`config.mk`:
```
export PLATFORM = sky130hd
export DESIGN_NAME = waterlight_driver_flat
export DESIGN_NICKNAME = d
export VERILOG_FILES = /design/src/rtl/waterlight_driver_if.sv /design/src/rtl/waterlight_driver.sv /design/src/flat_wrapper.sv
export SDC_FILE = /design/constraint.sdc
export NUM_CORES = 1
export LEC_CHECK = 0
export CORE_ASPECT_RATIO = 0.9
export CORE_MARGIN = 4
export CORE_UTILIZATION = 40
export DETAILED_ROUTE_END_ITERATION = 8
export GPL_TIMING_DRIVEN = 0
export SLEW_MARGIN = 30
export SYNTH_ARGS = -nofsm -noshare
export SYNTH_HDL_FRONTEND = slang
export SYNTH_SLANG_ARGS = --single-unit
export TNS_END_PERCENT = 20
```
`constraint.sdc`:
```
create_clock -name HCLK -period 3.3 [get_ports HCLK]
set_clock_uncertainty 0.2 [all_clocks]
set_input_delay 0.495 -clock HCLK [delete_from_list [all_inputs] [get_ports HCLK]]
set_output_delay 0.495 -clock HCLK [all_outputs]
set_load 0.02 [all_outputs]
```
`src/rtl/waterlight_driver_if.sv`:
```
// -----------------------------------------------------------------------------
// waterlight_driver_if
//
// Groups the register-slave outputs feeding the LED driver and the driver's
// results into one bundle.
//
// Signals:
//   WaterLight_mode   [1:0]        00 rotate-left, 01 rotate-right/bounce,
//                                  10 flash, 11 off
//   WaterLight_speed  [CNT_W-1:0]  step period minus one, in HCLK cycles
//   led               [NUM_LED-1:0] registered LED drive, 1 = on
//   step_tick                      one-cycle pulse on every pattern step
//
// Modports:
//   master : register slave / bench side (drives mode and speed)
//   slave  : LED driver side (drives led and step_tick)
// -----------------------------------------------------------------------------
interface waterlight_driver_if #(
    parameter int NUM_LED = 8,
    parameter int CNT_W   = 32
);
    logic [1:0]         WaterLight_mode;
    logic [CNT_W-1:0]   WaterLight_speed;
    logic [NUM_LED-1:0] led;
    logic               step_tick;

    modport master (
        output WaterLight_mode,
        output WaterLight_speed,
        input  led,
        input  step_tick
    );

    modport slave (
        input  WaterLight_mode,
        input  WaterLight_speed,
        output led,
        output step_tick
    );
endinterface

```
`src/rtl/waterlight_driver.sv`:
```
// -----------------------------------------------------------------------------
// waterlight_driver
//
// LED pattern generator sitting directly behind the AHB-lite water-light
// register slave. A programmable prescaler produces a step every speed+1
// HCLK cycles; the pattern state machine (state = registered mode) applies
// one pattern step per prescaler expiry. Both share HCLK with the bus slave,
// so the mode/speed inputs are used without synchronisers.
//
// Ports:
//   HCLK     in   system clock
//   HRESETn  in   asynchronous active-low reset
//   bus      slave modport of waterlight_driver_if
//              WaterLight_mode / WaterLight_speed in, led / step_tick out
//
// Parameters:
//   NUM_LED  number of LED outputs, minimum 2
//   CNT_W    prescaler width, equal to the WaterLight_speed width
//
// Build option:
//   WATERLIGHT_PINGPONG_EN  when defined, mode 01 bounces between bit0 and
//                           bit NUM_LED-1 instead of rotating right.
// -----------------------------------------------------------------------------
module waterlight_driver #(
    parameter int NUM_LED = 8,
    parameter int CNT_W   = 32
) (
    input  logic                HCLK,
    input  logic                HRESETn,
    waterlight_driver_if.slave  bus
);

    if (NUM_LED < 2) begin : g_bad_num_led
        $error("waterlight_driver: NUM_LED must be at least 2");
    end

    typedef enum logic [1:0] {
        MODE_ROT_L = 2'b00,
        MODE_ROT_R = 2'b01,
        MODE_FLASH = 2'b10,
        MODE_OFF   = 2'b11
    } mode_e;

    localparam logic [NUM_LED-1:0] LED_BIT0 = NUM_LED'(1);
    localparam logic [NUM_LED-1:0] LED_MSB  = {1'b1, {(NUM_LED-1){1'b0}}};
    localparam logic [NUM_LED-1:0] LED_ALL  = '1;

    // -------------------------------------------------------------------------
    // Helpers
    // -------------------------------------------------------------------------
    function automatic logic is_one_hot(input logic [NUM_LED-1:0] v);
        return (v != '0) && ((v & (v - NUM_LED'(1))) == '0);
    endfunction

    function automatic logic [NUM_LED-1:0] init_pattern(input mode_e m);
        logic [NUM_LED-1:0] p;
        unique case (m)
            MODE_ROT_L: p = LED_BIT0;
`ifdef WATERLIGHT_PINGPONG_EN
            MODE_ROT_R: p = LED_BIT0;
`else
            MODE_ROT_R: p = LED_MSB;
`endif
            MODE_FLASH: p = LED_ALL;
            default:    p = '0;
        endcase
        return p;
    endfunction

    // -------------------------------------------------------------------------
    // State and datapath registers
    // -------------------------------------------------------------------------
    mode_e              mode_q, mode_d;
    logic [CNT_W-1:0]   cnt_q, cnt_d;
    logic [NUM_LED-1:0] led_q, led_d;
    logic               step_tick_q, step_tick_d;

    mode_e              mode_in;
    logic               mode_changed;
    logic               step;

    assign mode_in      = mode_e'(bus.WaterLight_mode);
    assign mode_changed = (mode_in != mode_q);
    // >= rather than == so a speed rewritten below the running count fires
    // on the next edge instead of waiting for the counter to wrap.
    assign step         = !mode_changed && (cnt_q >= bus.WaterLight_speed);

    // -------------------------------------------------------------------------
    // Process 1: state register (mode_q is the FSM state)
    // -------------------------------------------------------------------------
    // NOTE: clocked processes use non-blocking assignments only, so every
    // flop samples the pre-edge values regardless of statement order.
    always_ff @(posedge HCLK or negedge HRESETn) begin
        if (!HRESETn) begin
            // Off matches the upstream reset value of the mode register, so
            // nothing lights up after reset until software writes a mode.
            mode_q <= MODE_OFF;
        end else begin
            mode_q <= mode_d;
        end
    end

    always_ff @(posedge HCLK or negedge HRESETn) begin
        if (!HRESETn) begin
            cnt_q       <= '0;
            led_q       <= '0;
            step_tick_q <= 1'b0;
        end else begin
            cnt_q       <= cnt_d;
            led_q       <= led_d;
            step_tick_q <= step_tick_d;
        end
    end

`ifdef WATERLIGHT_PINGPONG_EN
    logic dir_q, dir_d;   // 0 = moving toward MSB, 1 = moving toward bit0

    always_ff @(posedge HCLK or negedge HRESETn) begin
        if (!HRESETn) begin
            dir_q <= 1'b0;
        end else begin
            dir_q <= dir_d;
        end
    end
`endif

    // -------------------------------------------------------------------------
    // Process 2: next-state logic (mode and prescaler)
    // -------------------------------------------------------------------------
    // NOTE: every signal assigned in an always_comb gets a default first so
    // no path leaves it unassigned, which would otherwise infer a latch.
    always_comb begin
        mode_d = mode_q;
        cnt_d  = cnt_q + CNT_W'(1);
        if (mode_changed) begin
            // A mode change restarts the phase of the new pattern.
            mode_d = mode_in;
            cnt_d  = '0;
        end else if (step) begin
            // Clearing at the limit means the counter never has to pass
            // 2^CNT_W-1, even with speed at all ones.
            cnt_d  = '0;
        end
    end

    // -------------------------------------------------------------------------
    // Process 3: output logic (pattern and step pulse)
    // -------------------------------------------------------------------------
`ifdef WATERLIGHT_PINGPONG_EN
    logic               bounce_up;
    logic [NUM_LED-1:0] bounce_next;

    // The end positions force the direction, which keeps the pattern moving
    // even if dir and led were ever inconsistent.
    always_comb begin
        bounce_up = !dir_q;
        if (led_q[0]) begin
            bounce_up = 1'b1;
        end else if (led_q[NUM_LED-1]) begin
            bounce_up = 1'b0;
        end
        bounce_next = bounce_up ? (led_q << 1) : (led_q >> 1);
    end
`endif

    always_comb begin
        led_d       = led_q;
        step_tick_d = 1'b0;
`ifdef WATERLIGHT_PINGPONG_EN
        dir_d       = dir_q;
`endif
        if (mode_changed) begin
            led_d = init_pattern(mode_in);
`ifdef WATERLIGHT_PINGPONG_EN
            dir_d = 1'b0;
`endif
        end else if (step) begin
            step_tick_d = 1'b1;
            unique case (mode_q)
                MODE_ROT_L: begin
                    if (is_one_hot(led_q)) begin
                        led_d = {led_q[NUM_LED-2:0], led_q[NUM_LED-1]};
                    end else begin
                        led_d = init_pattern(MODE_ROT_L);
                    end
                end
                MODE_ROT_R: begin
`ifdef WATERLIGHT_PINGPONG_EN
                    if (is_one_hot(led_q)) begin
                        led_d = bounce_next;
                        if (bounce_next[NUM_LED-1]) begin
                            dir_d = 1'b1;
                        end else if (bounce_next[0]) begin
                            dir_d = 1'b0;
                        end else begin
                            dir_d = !bounce_up;
                        end
                    end else begin
                        led_d = init_pattern(MODE_ROT_R);
                        dir_d = 1'b0;
                    end
`else
                    if (is_one_hot(led_q)) begin
                        led_d = {led_q[0], led_q[NUM_LED-1:1]};
                    end else begin
                        led_d = init_pattern(MODE_ROT_R);
                    end
`endif
                end
                MODE_FLASH: led_d = ~led_q;
                default:    led_d = '0;
            endcase
        end
    end

    assign bus.led       = led_q;
    assign bus.step_tick = step_tick_q;

endmodule

```
`src/flat_wrapper.sv`:
```
// flat-port wrapper written by rule: the top's interface ports become plain ports
module waterlight_driver_flat 
#(
    parameter int NUM_LED = 8,
    parameter int CNT_W   = 32
)
  (HCLK, HRESETn, bus_WaterLight_mode, bus_WaterLight_speed, bus_led, bus_step_tick);
  waterlight_driver_if #(.NUM_LED(NUM_LED), .CNT_W(CNT_W)) bus_i ();
  input  logic HCLK;
  input  logic HRESETn;
  input wire logic [$bits(bus_i.WaterLight_mode)-1:0] bus_WaterLight_mode;
  input wire logic [$bits(bus_i.WaterLight_speed)-1:0] bus_WaterLight_speed;
  output wire logic [$bits(bus_i.led)-1:0] bus_led;
  output wire logic [$bits(bus_i.step_tick)-1:0] bus_step_tick;
  assign bus_i.WaterLight_mode = bus_WaterLight_mode;
  assign bus_i.WaterLight_speed = bus_WaterLight_speed;
  assign bus_led = bus_i.led;
  assign bus_step_tick = bus_i.step_tick;
  waterlight_driver #(.NUM_LED(NUM_LED), .CNT_W(CNT_W)) u_core (.HCLK(HCLK), .HRESETn(HRESETn), .bus(bus_i));
endmodule
```
==> flow_summary.ini, run 1 <==
[pwr]
power.static_leakage_nw = 1.788
total_power_mw = 1.185
p_per_area_nw_per_um2 = 304.6
peakVddDrop_v = 0.0001733

[sta]
rsz0062_at_grt = true
drv_slew = 0
finalSetupViolations = 0
finalSetupTns_ps = 0
fmax_mhz = 320.5
hold_viol_final = 0
slew_headroom_pct = 63.41
holdWs_ps = 359.8
post-route-min-period_ps = 3120
tightestPinTransition_ps = 548.9
period_share_pct = 94.56

[detailed_routing]
first_pass_iters = 4
wl_mm = 7.183
drc = 0
drt_iter0_markers = 114
vias = 2759
drtAntennaViolNets = 0
vias_per_cell = 5.296
wl_per_cell_um = 13.79

[grt]
grt_pass1_wl_mm = 12.15
grt_use_met2_pct = 24.35
grt_use_met1_pct = 23.00
grt-ovfl-total = 0
antenna_found_initial = 0
grt_max_degree = 44
grt_most_used_layer = met2
grtUsageMet3_pct = 2.636
grt_usage_pct = 15.82
first_global_vias = 2636

[critical_path]
max_stage_delay_ps = 450
required_ps = 3290
reg2reg_depth = 9
slowest_stage = clkdlybuf4s50_1
startpoint = bus_WaterLight_speed[29]
worstReg2RegStart = u_core.cnt_q[29]$_DFF_PN0_
worstPathMaxFanout = 10
cp_common_cell = a21o_1
cp_cell_sequence = clkdlybuf4s50_1, inv_1, ha_1, a21o_1, a21o_1, a221oi_1, o21ai_1, nor3_2, buf_2, nor3_1, a221o_1
cp-end-kind = flop
critPathKind = in2reg
crit_arrival_ps = 3110
r2r-end = u_core.bus.led[7]$_DFFE_PN0P_
reg2reg_slack_ps = 440
startpoint_type = primary input

[synth]
postSynthCellCount = 372
synth_most_common_cell = nor2_1
synth.avg_cell_area_sq_um = 8.600
yosysWarningCount = 0
ys.flop_type = dfrtp_1
synth_area_leader_cell = dfrtp_1
synth-seq-area-share_pct = 33.71
netlist-cell-type-count = 51
synth_common_cells = nor2_1 (52), inv_1 (43), dfrtp_1 (41), ha_1 (37), nand2_1 (19)
synth_seq_cells = 43
synthArstFlopShare_pct = 100.0
synth_top_area_share_pct = 32.07
synthesis.nets = 445
synthTopCellsByArea = dfrtp_1 (32%), ha_1 (14%), nor2_1 (6.1%), inv_1 (5.0%), xor2_1 (4.7%)
netlist_area_sq_um = 3199
synth_enable_flop_cells = 0

[placement]
io_buffers = 44
place_congestion = 0.8905
dpl_cell_area_sq_um = 3757
hpwl_mm = 5.485

[cts]
cts_setup_buffers = 0
htreeDepth = 2
clock-sinks = 43
clkTransAtPathRegs_ps = 80
insertion_delay_ps = 300
cts_root_buf = clkbuf_8
clockBufferDepth = 2
numCtsBuffers = 5
cts_tree = built

[final_layout]
syn_to_final_growth_pct = 21.55
finalInstanceArea_sq_um = 3889
fillers = 741
fin_util_pct = 50.78
layout-drive-gt1-share_pct = 6.353
nets = 497
antenna_cells = 0

[floorplanning]
num_io_pins = 45
die_h_um = 92.85
fp.dieArea_sq_um = 9495
core_area_sq_um = 7657
initial_utilization_pct = 41.78
fp.dieW_um = 102.3
num_rows = 30

[worst_hold_path]
holdPathEnd = u_core.cnt_q[0]$_DFF_PN0_
min_path_type = reg2reg
hold_start = u_core.cnt_q[0]$_DFF_PN0_
holdPathStages = 1

[job]
max_cap_viol_count = 0

[status]
status = finished, final reports clean
-- worst max-delay path: cells and delay by family --
family	cells	cell delay, ps
AND/OR/NAND/NOR	2	370
adder cells (fa/ha/maj)	1	300
buffers and inverters	3	780
AO/OA/AOI/OAI	5	1170
-- through the flow --
stage	setup WS, ps	std cells
2_1_floorplan	529.7	372
3_3_place_gp	-565.9	512
3_5_place_dp	-598.0	512
4_1_cts	49.56	521
5_1_grt	-20.08	521
6_report	179.5	521
-- power breakdown --
| part | leakage (nW) | internal, mW | total [mW] | switching [mW] |
|---|---|---|---|---|
| sequential | 0.583 | 0.542 | 0.568 | 0.0257 |
| combinational | 1.16 | 0.132 | 0.282 | 0.150 |
| clock | 0.0412 | 0.148 | 0.335 | 0.187 |
-- cell families after synthesis --
logic type | share of synthesized area (%)
flip-flops | 33.71
AND/OR/NAND/NOR | 21.82
multiplexers | 0.7039
XOR/XNOR | 8.760
adder cells (fa/ha/maj) | 14.78
buffers and inverters | 6.961
AO/OA/AOI/OAI | 13.26
-- state kept, by name (all words and copies together), names as in the netlist --
| register | count |
|---|---|
| u_core.bus.led | 8 |
| u_core.cnt_q | 32 |
| u_core.mode_q | 2 |
| u_core.bus.step_tick | 1 |
-- layout by cell type, fill, tap and decap left out, drive strengths merged, types with 2 or more instances in the layout --
cell           instances
and2                   3
ha                    37
buf                    4
clkbuf                17
a22o                   2
a221o                  2
nand3                 16
nor2b                  5
dfstp                  2
and3                   5
and4                   3
xor2                  17
a31oi                  2
nor3                  13
nor4                   6
o31ai                  6
a311oi                 5
o31a                   3
inv                   43
nor2                  52
a21o                   6
clkdlybuf4s50         43
xnor2                 15
nand4                 10
or3                    4
dfrtp                 41
a21oi                 16
o21ai                  8
mux2                   2
nand2                 19
o211ai                 2
-- layer usage --
| metal | vias up | wire (um) |
|---|---|---|
| met4 | 0 | 71 |
| met5 | - | 0 |
| met2 | 52 | 3235 |
| met1 | 1302 | 3538 |
| li1 | 1397 | - |
| met3 | 8 | 338 |
-- cell type report --
type | instances | area, sq um | area share (%)
Buffer | 14 | 65.06 | 1.673
Clock buffer | 6 | 72.57 | 1.866
Clock inverter | 2 | 12.51 | 0.3218
Inverter | 43 | 161.4 | 4.151
Multi-Input combinational cell | 272 | 1931 | 49.65
Sequential cell | 43 | 1079 | 27.73
Tap cell | 96 | 120.1 | 3.089
Timing Repair Buffer | 45 | 447.9 | 11.52
-- what timing repair did --
item	in CTS	in global routing
hold buffers	1	0
endpoints found under the setup margin	38	37
pin swaps	0	1
gates resized for setup	3	8
endpoints found under the hold margin	8	0
-- worst max path at each step --
stage	end	slack, ps	cells after the start
5_1_grt	u_core.cnt_q[18]$_DFF_PN0_	-20	11
4_1_cts	u_core.cnt_q[5]$_DFF_PN0_	50	11
6_report	u_core.bus.led[7]$_DFFE_PN0P_	180	11
2_1_floorplan	u_core.bus.led[7]$_DFFE_PN0P_	530	10
3_5_place_dp	u_core.bus.led[3]$_DFFE_PN0P_	-600	11
3_3_place_gp	u_core.bus.led[3]$_DFFE_PN0P_	-570	11
No activity file was read; power rests on OpenSTA's default activity.
==> inputs of run 2 (changes only) <==
--- a/config.mk
+++ b/config.mk
@@ -10,6 +10,7 @@
 export CORE_UTILIZATION = 40
 export DETAILED_ROUTE_END_ITERATION = 8
 export GPL_TIMING_DRIVEN = 0
+export SETUP_SLACK_MARGIN = 0.5
 export SLEW_MARGIN = 30
 export SYNTH_ARGS = -nofsm -noshare
 export SYNTH_HDL_FRONTEND = slang
==> constraint.sdc (replaced) <==
create_clock -name HCLK -period 3.3 [get_ports HCLK]
set_clock_uncertainty 0.2 [all_clocks]
set_input_delay 0.66 -clock HCLK [delete_from_list [all_inputs] [get_ports HCLK]]
set_output_delay 0.66 -clock HCLK [all_outputs]
set_load 0.02 [all_outputs]
==> run 2 against run 1 <==
  * Sequential power barely moved
  * First-iteration DRC count grew 23%
  * Via count increased by 3.0%
  * Sequential share of layout area decreased by 2.4 points
  * Maximum frequency is 12% higher
  * Utilization grew 4.9 points
  * Register-to-register slack better by 90 ps
  * Power grew 1.9%
  * Critical endpoint is now u_core.bus.led[2]$_DFFE_PN0P_
==> flow_summary.ini, run 2 (synthesis gave the netlist of run 1 again) <==
[pwr]
power.static_leakage_nw = 1.833
internal-power_mw = 0.8297
peakVddDrop_v = 0.0002019
switching_share_pct = 31.30
p_per_area_nw_per_um2 = 283.2
sequentialPowerShare_pct = 47.1
p_sw_mw = 0.3780
p_clk_share_pct = 27.5
total_power_mw = 1.208
p_comb_share_pct = 25.4

[placement]
hpwl_mm = 5.467
place_congestion = 0.8869
io_buffers = 44

[sta]
finalSetupTns_ps = 0
finalSetupViolations = 0
period_share_pct = 84.34
slew_headroom_pct = 62.70
drv_slew = 0
fmax_mhz = 359.3
post-route-min-period_ps = 2783
rsz0062_at_grt = true
tightestPinTransition_ps = 559.4
hold_viol_final = 0

[critical_path]
cp-end-kind = flop
required_ps = 3280
cp_cell_sequence = dlygate4sd2_1, inv_2, ha_4, a22o_1, o41ai_4, a21oi_4, nor3_2, buf_4, mux2_4, mux2_4
critPathKind = in2reg
worstPathMaxFanout = 4
startpoint_type = primary input
max_stage_delay_ps = 380
critical-path-top-delay-family = compound AO/OA/AOI/OAI gates
slowest_stage = o41ai_4
crit_arrival_ps = 2770
cp_common_cell = mux2_4
crit_buf_inv = 3

[final_layout]
multiInputGateArea_sq_um = 2283
final_common_cell = nor2_1
antenna_cells = 0
nets = 502
syn_to_final_growth_pct = 33.28
top_register = u_core.cnt_q
largest_register_ffs = 32
regArea_sq_um = 1081
fillers = 729
layout-drive-gt1-share_pct = 22.56
final_cell_mix = nor2_1 (51), dfrtp_1 (39), inv_1 (26), clkdlybuf4s50_1 (21), ha_4 (20)
fin_util_pct = 55.69

[floorplanning]
initial_utilization_pct = 41.78
die_h_um = 92.85
num_io_pins = 45
core_area_sq_um = 7657
num_rows = 30
fp.dieArea_sq_um = 9495
fp.dieW_um = 102.3

[detailed_routing]
first_pass_iters = 4
drt_iter0_markers = 140
wl_mm = 7.877
drtAntennaViolNets = 0
top_layer_used = met4
wl_met3_um = 329
vias = 2841
wl_per_cell_um = 14.98
vias_per_cell = 5.401
drc = 0
met2WireLength_mm = 3.634
wl_met1_mm = 3.750

[cts]
clock-sinks = 43
insertion_delay_ps = 300
htreeDepth = 2
cts_root_buf = clkbuf_8
clockBufferDepth = 2
cts_tree = built
clkTransAtPathRegs_ps = 80
ctsHoldBuffers = 0
numCtsBuffers = 5

[grt]
grt_max_degree = 44
grt_pass1_wl_mm = 12.99
antenna_found_initial = 0
grt-ovfl-total = 0
grt_usage_pct = 16.97
first_global_vias = 2761

[job]
max_cap_viol_count = 0

[worst_hold_path]
min_path_type = in2async

[status]
status = finished, final reports clean
-- run 2: cell type report --
| type | instances | share of cell area, % |
|---|---|---|
| clock buffer | 6 | 1.702 |
| timing repair buffer | 50 | 10.68 |
| inverter | 43 | 3.785 |
| sequential | 43 | 25.35 |
| clock inverter | 2 | 0.2934 |
| multi-input combinational | 272 | 53.55 |
| buffer | 14 | 1.819 |
| tap | 96 | 2.817 |
-- run 2: worst paths after layout --
kind                                            start                       endpoint  slack (ps)  depth (start not counted)
max                           bus_WaterLight_speed[5]  u_core.bus.led[2]$_DFFE_PN0P_         520                         10
min                                           HRESETn      u_core.cnt_q[7]$_DFF_PN0_         150                          1
max reg2reg                u_core.cnt_q[31]$_DFF_PN0_  u_core.bus.led[2]$_DFFE_PN0P_         530                          9
min reg2reg                 u_core.cnt_q[0]$_DFF_PN0_      u_core.cnt_q[0]$_DFF_PN0_         360                          1
max in group asynchronous                     HRESETn     u_core.cnt_q[30]$_DFF_PN0_        2340                          1
min in group HCLK           u_core.cnt_q[0]$_DFF_PN0_      u_core.cnt_q[0]$_DFF_PN0_         360                          1
-- run 2: power groups by stage --
stage | Combinational (mW) | Sequential (mW) | Clock, mW
after CTS | 0.296 | 0.568 | 0.342
after floorplan | 0.153 | 0.584 | 0
after global placement | 0.276 | 0.577 | 0
after global routing | 0.337 | 0.571 | 0.358
final | 0.307 | 0.569 | 0.332
after detailed placement | 0.279 | 0.578 | 0
-- run 2: routing by layer --
metal / global-route usage, % / vias up
met2: 26.08 / 69
met5: 0 / -
met1: 24.54 / 1347
met4: 4.918 / 0
met3: 2.560 / 17
li1: - / 1408
-- run 2: repair_timing --
item | in CTS | in global routing
resized for setup | 85 | 37
pin swaps | 36 | 19
endpoints found under the setup margin | 41 | 38
setup buffers | 4 | 2
-- run 2: metrics by stage --
step | cells | hold WS [ps] | instance area [sq um] | setup slack, ps
after global placement | 512 | 322.4 | 3767 | -754.6
after CTS | 524 | 170.1 | 4180 | 501.6
final | 526 | 145.6 | 4264 | 516.9
after detailed placement | 512 | 341.2 | 3765 | -711.9
after global routing | 526 | 194.0 | 4264 | 393.8
after floorplan | 372 | 164.4 | 3207 | 514.6
==> inputs of run 3 (changes only) <==
==> constraint.sdc (replaced) <==
create_clock -name HCLK -period 2.8 [get_ports HCLK]
set_clock_uncertainty 0.2 [all_clocks]
set_input_delay 0.56 -clock HCLK [delete_from_list [all_inputs] [get_ports HCLK]]
set_output_delay 0.56 -clock HCLK [all_outputs]
set_load 0.02 [all_outputs]
==> run 3 against run 2 <==
  * Count of clock-buffer cells in the layout down 1
  * Critical endpoint unchanged
  * Clock power rose by 77%
  * Sequential power grew 18%
  * Via count shrank 2.8%
  * Global-route usage increased by 0.22 points
  * Cell count is the same
  * Worst setup slack worse by 380 ps
  * Combinational power rose by 17%
==> flow_summary.ini, run 3 (synthesis gave the netlist of run 1 again) <==
[pwr]
p_clk_share_pct = 36.4
internal-power_mw = 1.158
p_sw_mw = 0.4606
power.static_leakage_nw = 1.859
p_comb_share_pct = 22.2
sequentialPowerShare_pct = 41.4
switching_share_pct = 28.45
total_power_mw = 1.619
p_per_area_nw_per_um2 = 373.1
peakVddDrop_v = 0.0001838

[detailed_routing]
top_layer_used = met4
met2WireLength_mm = 3.560
vias_per_cell = 5.249
drc = 0
wl_per_cell_um = 14.55
wl_met3_um = 310
first_pass_iters = 4
drtAntennaViolNets = 0
wl_mm = 7.654
wl_met1_mm = 3.719
vias = 2761
drt_iter0_markers = 83

[critical_path]
slowest_stage = nor4_4
worstPathMaxFanout = 4
cp-end-kind = flop
crit_buf_inv = 2
cp_common_cell = mux2_4
reg2reg_slack_ps = 180
worstReg2RegStart = u_core.cnt_q[18]$_DFF_PN0_
critPathKind = in2reg
startpoint = bus_WaterLight_speed[18]
max_stage_delay_ps = 370
startpoint_type = primary input
crit_arrival_ps = 2650
required_ps = 2780
critical-path-top-delay-family = simple AND/OR/NAND/NOR gates
cp_cell_sequence = dlygate4sd2_1, inv_4, ha_4, nand4_1, nor4_4, nand3_2, a21oi_4, nor3_4, mux2_4, mux2_4

[placement]
hpwl_mm = 5.682
dp_slack_ps = -840.0
dpl_cell_area_sq_um = 3943
io_buffers = 44
placedCellCount = 512
place_congestion = 0.8352

[cts]
clkTransAtPathRegs_ps = 90
insertion_delay_ps = 300
cts_tree = built
numCtsBuffers = 5
clock-sinks = 43
clockBufferDepth = 2
cts_root_buf = clkbuf_8
htreeDepth = 2

[final_layout]
final_cells = 526
layout-drive-gt1-share_pct = 21.63
largest_register_ffs = 32
regArea_sq_um = 1079
fillers = 699
top_register = u_core.cnt_q
final_cell_mix = nor2_1 (51), dfrtp_1 (41), inv_1 (25), clkdlybuf4s50_1 (21), ha_4 (20)
multiInputGateArea_sq_um = 2285
antenna_cells = 0
nets = 502
finalInstanceArea_sq_um = 4339
final_common_cell = nor2_1
syn_to_final_growth_pct = 35.63

[sta]
fmax_mhz = 375.1
drv_slew = 0
post-route-min-period_ps = 2666
hold_viol_final = 0
rsz0062_at_grt = true
period_share_pct = 95.21
fin_ws_ps = 134.2
slew_headroom_pct = 63.00
tightestPinTransition_ps = 555.1
finalSetupViolations = 0

[worst_hold_path]
min_path_type = in2async

[floorplanning]
die_h_um = 92.85
num_rows = 30
num_io_pins = 45
core_area_sq_um = 7657
fp.dieArea_sq_um = 9495
initial_utilization_pct = 41.78
fp.dieW_um = 102.3

[grt]
grt_pass1_wl_mm = 13.04
first_global_vias = 2784
grt_max_degree = 44
grt_usage_pct = 17.19
grt-ovfl-total = 0
antenna_found_initial = 0

[job]
max_cap_viol_count = 0

[status]
status = finished, final reports clean
==> run 3: changes by cell type in the layout (fill, tap and decap cells not counted), sizes merged <==
| cell | change |
|---|---|
| clkbuf | -4 |
| clkdlybuf4s15 | -2 |
| bufinv | +2 |
| dlygate4sd2 | +8 |
| buf | -2 |
| dlymetal6s2s | -1 |
| clkinv | -1 |
==> run 3: power groups by stage <==
stage	clock network, mW	logic, mW	registers, mW
2_1_floorplan	0	0.191	0.689
4_1_cts	0.603	0.360	0.670
5_1_grt	0.628	0.397	0.675
6_report	0.589	0.359	0.670
3_5_place_dp	0	0.347	0.681
3_3_place_gp	0	0.342	0.682
==> run 3: final cells by class <==
cell class | count | share of cell area (%)
multi-input combinational | 272 | 52.65
buffer | 14 | 1.845
timing repair buffer | 50 | 10.55
sequential | 43 | 24.86
clock inverter | 3 | 1.557
clock buffer | 5 | 1.586
inverter | 43 | 4.181
tap | 96 | 2.768
==> run 3: timing repair <==
item | CTS | global route
hold buffers | 0 | 0
setup buffers | 6 | 0
endpoints found under the setup margin | 41 | 42
pin swaps | 29 | 0
resized for setup | 75 | 5
==> run 3: worst paths after layout <==
kind | endpoint | depth (start not counted)
worst max-delay path | u_core.bus.led[2]$_DFFE_PN0P_ | 10
max in group asynchronous | u_core.mode_q[0]$_DFFE_PN1N_ | 1
worst max register to register | u_core.bus.led[2]$_DFFE_PN0P_ | 8
worst min-delay path | u_core.cnt_q[8]$_DFF_PN0_ | 1
min in group HCLK | u_core.cnt_q[0]$_DFF_PN0_ | 1
worst min register to register | u_core.cnt_q[0]$_DFF_PN0_ | 1
==> run 3: stage by stage <==
step | utilization, % | hold slack [ps] | setup TNS (ps)
floorplan | - | 64.41 | 0
global placement | 51.52 | 309.3 | -40450
detailed placement | 51.49 | 329.3 | -29970
CTS | 56.55 | 63.28 | 0
global route | 56.67 | 84.40 | 0
finish | 56.67 | 45.80 | 0
==> run 3: routing by layer <==
metal / vias to the layer above / GRT usage (%)
met4: 0 / 3.388
li1: 1400 / -
met5: - / 0
met1: 1303 / 23.78
met2: 51 / 28.41
met3: 7 / 2.636
